==> config.mk <==
export PLATFORM = sky130hd
export DESIGN_NAME = div32_seq
export DESIGN_NICKNAME = d
export VERILOG_FILES = /design/src/rtl/div32_seq.sv
export SDC_FILE = /design/constraint.sdc
export NUM_CORES = 1
export LEC_CHECK = 0
export CAP_MARGIN = 15
export CORE_UTILIZATION = 30
export CTS_BUF_LIST = sky130_fd_sc_hd__clkbuf_8
export DETAILED_ROUTE_END_ITERATION = 16
export PLACE_DENSITY_LB_ADDON = 0.2
export SYNTH_ARGS = -nofsm -noshare
export SYNTH_HDL_FRONTEND = slang
export SYNTH_SLANG_ARGS = --single-unit
==> constraint.sdc <==
create_clock -name i_clk -period 3.44 [get_ports i_clk]
set_clock_uncertainty 0.05 [all_clocks]
set_input_delay 0.344 -clock i_clk [delete_from_list [all_inputs] [get_ports i_clk]]
set_output_delay 0.344 -clock i_clk [all_outputs]
set_load 0.005 [all_outputs]
==> src/rtl/div32_seq.sv <==
// div32_seq: iterative restoring divider (signed DIV / unsigned DIVU), one quotient bit per cycle.
// Latency: START accepted in cycle 0 -> DONE pulse in cycle WIDTH+2 (cycle 2 for B==0 when
//   DIV_FAST_ZERO_EN is defined). Backpressure: none; START is only sampled in IDLE, never queued.
// Ports: i_clk, i_rst_n (async active-low), i_start, i_signed, i_a (dividend), i_b (divisor)
//   -> o_busy (RUN..FIX), o_done (1-cycle pulse), o_q, o_r, o_dz (held until next accepted START).
// Optional build macro: DIV_FAST_ZERO_EN -- divide-by-zero skips the RUN iterations.
module div32_seq #(
  parameter int WIDTH = 32
) (
  input  logic             i_clk,
  input  logic             i_rst_n,
  input  logic             i_start,
  input  logic             i_signed,
  input  logic [WIDTH-1:0] i_a,
  input  logic [WIDTH-1:0] i_b,
  output logic             o_busy,
  output logic             o_done,
  output logic [WIDTH-1:0] o_q,
  output logic [WIDTH-1:0] o_r,
  output logic             o_dz
);

  localparam int CW = $clog2(WIDTH + 1);

  typedef enum logic [1:0] {S_IDLE, S_RUN, S_FIX, S_DONE} state_t;

  state_t           r_state;
  logic [CW-1:0]    r_cnt;
  logic [WIDTH-1:0] r_rem;    // partial remainder, always < divisor between steps
  logic [WIDTH-1:0] r_dvd;    // dividend bits shift out the top, quotient bits shift in
  logic [WIDTH-1:0] r_dvs;    // |B|; 0x8000_0000 stays as an unsigned magnitude
  logic [WIDTH-1:0] r_a;      // original dividend, returned as remainder on divide-by-zero
  logic             r_qneg;
  logic             r_rneg;
  logic             r_bz;
  logic             r_busy;
  logic             r_done;
  logic [WIDTH-1:0] r_q;
  logic [WIDTH-1:0] r_r;
  logic             r_dz;

  logic [WIDTH-1:0] w_a_abs;
  logic [WIDTH-1:0] w_b_abs;
  logic             w_b_zero;
  logic [WIDTH:0]   w_rem_sh;
  logic [WIDTH:0]   w_diff;
  logic             w_ge;
  logic [WIDTH-1:0] w_q_fix;
  logic [WIDTH-1:0] w_r_fix;

  assign w_a_abs  = (i_signed && i_a[WIDTH-1]) ? -i_a : i_a;
  assign w_b_abs  = (i_signed && i_b[WIDTH-1]) ? -i_b : i_b;
  assign w_b_zero = (i_b == '0);

  // The WIDTH+1-bit shifted remainder is below 2*divisor, so the sign bit of the
  // WIDTH+1-bit difference is an exact "remainder >= divisor" test.
  assign w_rem_sh = {r_rem, r_dvd[WIDTH-1]};
  assign w_diff   = w_rem_sh - {1'b0, r_dvs};
  assign w_ge     = ~w_diff[WIDTH];

  assign w_q_fix  = r_qneg ? -r_dvd : r_dvd;
  assign w_r_fix  = r_rneg ? -r_rem : r_rem;

  always_ff @(posedge i_clk or negedge i_rst_n) begin
    if (!i_rst_n) begin
      r_state <= S_IDLE;
      r_cnt   <= '0;
      r_rem   <= '0;
      r_dvd   <= '0;
      r_dvs   <= '0;
      r_a     <= '0;
      r_qneg  <= 1'b0;
      r_rneg  <= 1'b0;
      r_bz    <= 1'b0;
      r_busy  <= 1'b0;
      r_done  <= 1'b0;
      r_q     <= '0;
      r_r     <= '0;
      r_dz    <= 1'b0;
    end else begin
      case (r_state)
        S_IDLE: begin
          r_done <= 1'b0;
          if (i_start) begin
            r_a    <= i_a;
            r_dvd  <= w_a_abs;
            r_dvs  <= w_b_abs;
            r_qneg <= i_signed & (i_a[WIDTH-1] ^ i_b[WIDTH-1]);
            r_rneg <= i_signed & i_a[WIDTH-1];
            r_bz   <= w_b_zero;
            r_rem  <= '0;
            r_cnt  <= CW'(WIDTH);
            r_q    <= '0;
            r_r    <= '0;
            r_dz   <= 1'b0;
            r_busy <= 1'b1;
`ifdef DIV_FAST_ZERO_EN
            r_state <= w_b_zero ? S_FIX : S_RUN;
`else
            r_state <= S_RUN;
`endif
          end
        end
        S_RUN: begin
          r_rem <= w_ge ? w_diff[WIDTH-1:0] : w_rem_sh[WIDTH-1:0];
          r_dvd <= {r_dvd[WIDTH-2:0], w_ge};
          r_cnt <= r_cnt - 1'b1;
          if (r_cnt == CW'(1)) begin
            r_state <= S_FIX;
          end
        end
        S_FIX: begin
          // Divide-by-zero overrides the iterated result in both builds.
          if (r_bz) begin
            r_q  <= '1;
            r_r  <= r_a;
            r_dz <= 1'b1;
          end else begin
            r_q  <= w_q_fix;
            r_r  <= w_r_fix;
            r_dz <= 1'b0;
          end
          r_busy  <= 1'b0;
          r_done  <= 1'b1;
          r_state <= S_DONE;
        end
        S_DONE: begin
          r_done  <= 1'b0;
          r_state <= S_IDLE;
        end
        default: begin
          r_busy  <= 1'b0;
          r_done  <= 1'b0;
          r_state <= S_IDLE;
        end
      endcase
    end
  end

  assign o_busy = r_busy;
  assign o_done = r_done;
  assign o_q    = r_q;
  assign o_r    = r_r;
  assign o_dz   = r_dz;

endmodule

==> results by stage <==
Final layout:
- Of the cells placed in the final design, the portion with a size suffix greater than 1 is 0.0768.
- The final core utilization is 0.377.
- The sequential cells in the finished layout cover a total of 5160 µm².
- From synthesis to final layout, the design area changed by 23.8%.
- The commonest non-fill, non-tap cell in the layout is sky130_fd_sc_hd__nand2_1.
- The repair_antennas step left the layout with diodes totalling 0.
- The area taken by multi-input logic gates is 7170 µm².
- The count of placed standard cells in the final layout, fillers left out is 2284.
- After filler insertion, the fill cell instance count of the layout stands at 4356.
- The top cell types in the final layout, fill and taps aside, are sky130_fd_sc_hd__nand2_1, sky130_fd_sc_hd__o21ai_0, sky130_fd_sc_hd__dfrtp_1.
- The cell area after layout is 15900 µm².
- In the final design database the tool counted 1830 nets.

Placed design:
- The area after detailed placement is 14900 µm².
- The cell total after placement is 2211.
- The count of port buffers added during placement is 134.
- The half-perimeter wire length after placement is 28.9 mm.
- The congestion estimate from routability-driven global placement came to 0.844.

Clock tree:
- The clock insertion delay at the later pin of the skew report is 0.60 ns.
- The clock tree root driver cell is sky130_fd_sc_hd__clkbuf_8.
- The clock tree synthesis step divided the H-tree into 2 levels.
- In this run, CTS created clock tree buffers numbering 41.
- After clock tree synthesis, the clock-pin slew on the worst setup and hold paths is 0.07 ns.
- The CTS tree is yes.
- The clock passes through at most 3 buffers.
- Counting every sink on the clock net gives 206.

Route:
- After detailed routing, the number of remaining DRC violations is 0.
- The first-pass detailed-route iteration total is 5.
- For this block, the via count after detailed routing is 11384.
- In this run, the number of DRC markers left after iteration 0 of detailed routing was 685.
- The count of nets left with antenna violations once routing finished came out at 0.
- The post-detailed-route via-to-cell ratio is 4.98.
- The routed length per placed instance is 17.2 µm.
- The overall routed net length is 39.2 mm.

Logic synthesis:
- Sorting the synthesized cells by area gives the leading types as sky130_fd_sc_hd__dfrtp_1, sky130_fd_sc_hd__nand2_1, sky130_fd_sc_hd__o21ai_0.
- The most frequently used flop master after synthesis is sky130_fd_sc_hd__dfrtp_1.
- In this run, synthesis inferred 0 flip-flops with an integrated enable.
- The number of flip-flops and latches in the synthesized netlist is 206.
- The proportion of synthesized flip-flops having asynchronous set or reset is 1.00.
- After synthesis, the mean cell area works out to 8.14 µm².
- The portion of the post-synthesis area used by sequential elements is 0.403.
- The instance count of the mapped netlist is 1574.
- During synthesis, Yosys emitted a total of 0 warnings.
- The number of nets handed over by synthesis was 1685.
- The leading area contributor after synthesis is sky130_fd_sc_hd__dfrtp_1.
- The total standard cell area after synthesis is 12800 µm².
- Synthesis instantiated 59 different standard cells from the library.
- The share of synthesized area in the top cell type comes to 0.403.

Setup path:
- The worst setup path is captured at a register.
- Data arrives at the worst endpoint at 3.60 ns.
- The required time of the critical path is 3.87 ns.
- The kind of start point of the critical path is a register.
- The type of the worst setup path is register to register.
- Of all nets on the critical path, the largest fanout is 5.
- The path depth of the worst reg2reg path is 11.
- The setup slack of the most critical reg-to-reg path is 0.28 ns.
- The start point of the critical path is r_rem[1]$_DFFE_PN0P_.
- The launch point of the worst reg-to-reg path is r_rem[1]$_DFFE_PN0P_.

Floorplan:
- The area enclosed by the die boundary is 43500 µm².
- For this configuration, the core starts out at a cell density of 0.305.
- The die span in y is 209 µm.
- In this run the standard cell core region covers 42000 µm².
- 135 I/O pins were placed.
- The floorplan step set the die width to 209 µm.
- The number of rows in the core area is 75.

STA:
- The setup TNS after final layout is 0 ns.
- The worst-margin pin slew is 0.933 ns.
- The number of pins with negative max-slew slack in the final report came to 0.
- Setup repair after global routing left no endpoint under its margin.
- The fmax is 316 MHz.
- The final hold violation count was 0.
- In the finished design, the share of the clock period the worst path needs comes to 0.920.
- The post-route minimum period is 3.16 ns.
- The total setup violations reported at the end of the flow is 0.
- The headroom to the max-slew limit is 0.378.

Pwr:
- VDD sags by at most 561 µV.
- The total leakage power is 0.00700 µW.
- Dividing total power by cell area gives a power density of 918 nW/µm².

GRT:
- The number of global-route vias before repair is 11107.
- Entering global routing, the biggest net connects 81 pins.
- The total congestion overflow is 0.
- The first-pass GRT wire length is 62.3 mm.
- For this run, the total global-route usage over all layers was measured as 0.181.
- The initial antenna violation count was 0.

Min path:
- The path category of the worst min-delay check is primary input to asynchronous set/reset pin.

Status:
- The run finished with clean final reports.

Flow run:
- The number of maximum-capacitance violations is 0.
-- power by group --
part / total (µW) / internal (µW) / switching [µW]
Clock: 2670 / 1510 / 1160
Sequential: 4240 / 3390 / 848
Combinational: 7650 / 3170 / 4480
Total: 14600 / 8070 / 6490
-- layer usage --
metal,share of wire,wire length [µm],vias up,track usage
li1,-,-,5720,-
met1,0.50,19700,5363,0.259
met2,0.44,17100,244,0.281
met3,0.041,1600,57,0.0302
met4,0.019,757,0,0.0479
met5,0,0,-,0
-- what timing repair did --
| item | in CTS | in global routing |
|---|---|---|
| endpoints found under the hold margin | 71 | 0 |
| setup buffers | 0 | 2 |
| gates resized for setup | 0 | 4 |
| setup endpoints to repair | 0 | 20 |
| hold buffers | 1 | 0 |
-- cell type report --
| class | instances | area share |
|---|---|---|
| inverter | 59 | 0.0140 |
| clock inverter | 17 | 0.00900 |
| tap | 539 | 0.0425 |
| sequential | 206 | 0.325 |
| timing repair buffer | 184 | 0.112 |
| clock buffer | 52 | 0.0451 |
| multi-input combinational | 1227 | 0.452 |
-- worst max-delay path: stages, from the launching register on --
cell and delay, ns:
sky130_fd_sc_hd__dfrtp_1 0.43, sky130_fd_sc_hd__inv_1 0.11, sky130_fd_sc_hd__ha_1 0.17, sky130_fd_sc_hd__or3b_1 0.40
sky130_fd_sc_hd__or4_4 0.54, sky130_fd_sc_hd__nand2b_4 0.18, sky130_fd_sc_hd__or3_4 0.38, sky130_fd_sc_hd__nand2b_4 0.17
sky130_fd_sc_hd__o31ai_4 0.19, sky130_fd_sc_hd__xor2_1 0.17, sky130_fd_sc_hd__o21ai_1 0.08, sky130_fd_sc_hd__a22o_1 0.20
-- cells by family (layout without fill, tap and decap cells) --
group,count (synthesis),count (layout),share of synthesized area
buffers and inverters,141,312,0.0416
multiplexers,28,28,0.0221
flip-flops,206,206,0.403
AO/OA/AOI/OAI,442,442,0.197
AND/OR/NAND/NOR,564,564,0.191
adder cells (fa/ha/maj),43,43,0.0426
XOR/XNOR,150,150,0.103
-- per-stage QoR --
step           worst slack, ns  power [µW]  hold WS (ns)
5_1_grt                 0.0301       15900         0.327
3_3_place_gp             0.177       11900         0.371
4_1_cts                  0.179       14700         0.290
6_report                 0.276       14600         0.291
3_5_place_dp            0.0866       12000         0.369
2_1_floorplan            0.427        9240      -0.00159
-- synth_stat cells (12+ instances only) --
library cell and number:
sky130_fd_sc_hd__a21oi_1 123, sky130_fd_sc_hd__clkbuf_1 70, sky130_fd_sc_hd__dfrtp_1 206, sky130_fd_sc_hd__ha_1 42
sky130_fd_sc_hd__inv_1 59, sky130_fd_sc_hd__mux2i_1 26, sky130_fd_sc_hd__nand2_1 342, sky130_fd_sc_hd__nand3_1 14
sky130_fd_sc_hd__nor2_1 102, sky130_fd_sc_hd__nor3_1 19, sky130_fd_sc_hd__nor4_1 12, sky130_fd_sc_hd__o21ai_0 210
sky130_fd_sc_hd__o31ai_1 29, sky130_fd_sc_hd__o41ai_1 14, sky130_fd_sc_hd__or4_1 12, sky130_fd_sc_hd__xnor2_1 78
sky130_fd_sc_hd__xor2_1 72
-- worst paths after layout --
kind | endpoint
max in group asynchronous | r_bz$_DFFE_PN0P_
max reg2reg | o_r[28]$_DFFE_PN0P_
min | r_a[14]$_DFFE_PN0P_
max | o_r[28]$_DFFE_PN0P_
min in group i_clk | r_a[21]$_DFFE_PN0P_
min reg2reg | o_q[30]$_DFFE_PN0P_
-- registers in the layout, summed over array words and instances, names as in the netlist --
register / flops
r_rneg: 1
o_q: 32
r_dvd: 32
r_bz: 1
r_state: 2
r_cnt: 6
o_r: 32
r_qneg: 1
o_busy: 1
r_dvs: 32
r_rem: 32
r_a: 32
o_done: 1
o_dz: 1
No activity file was read; power rests on OpenSTA's default activity.
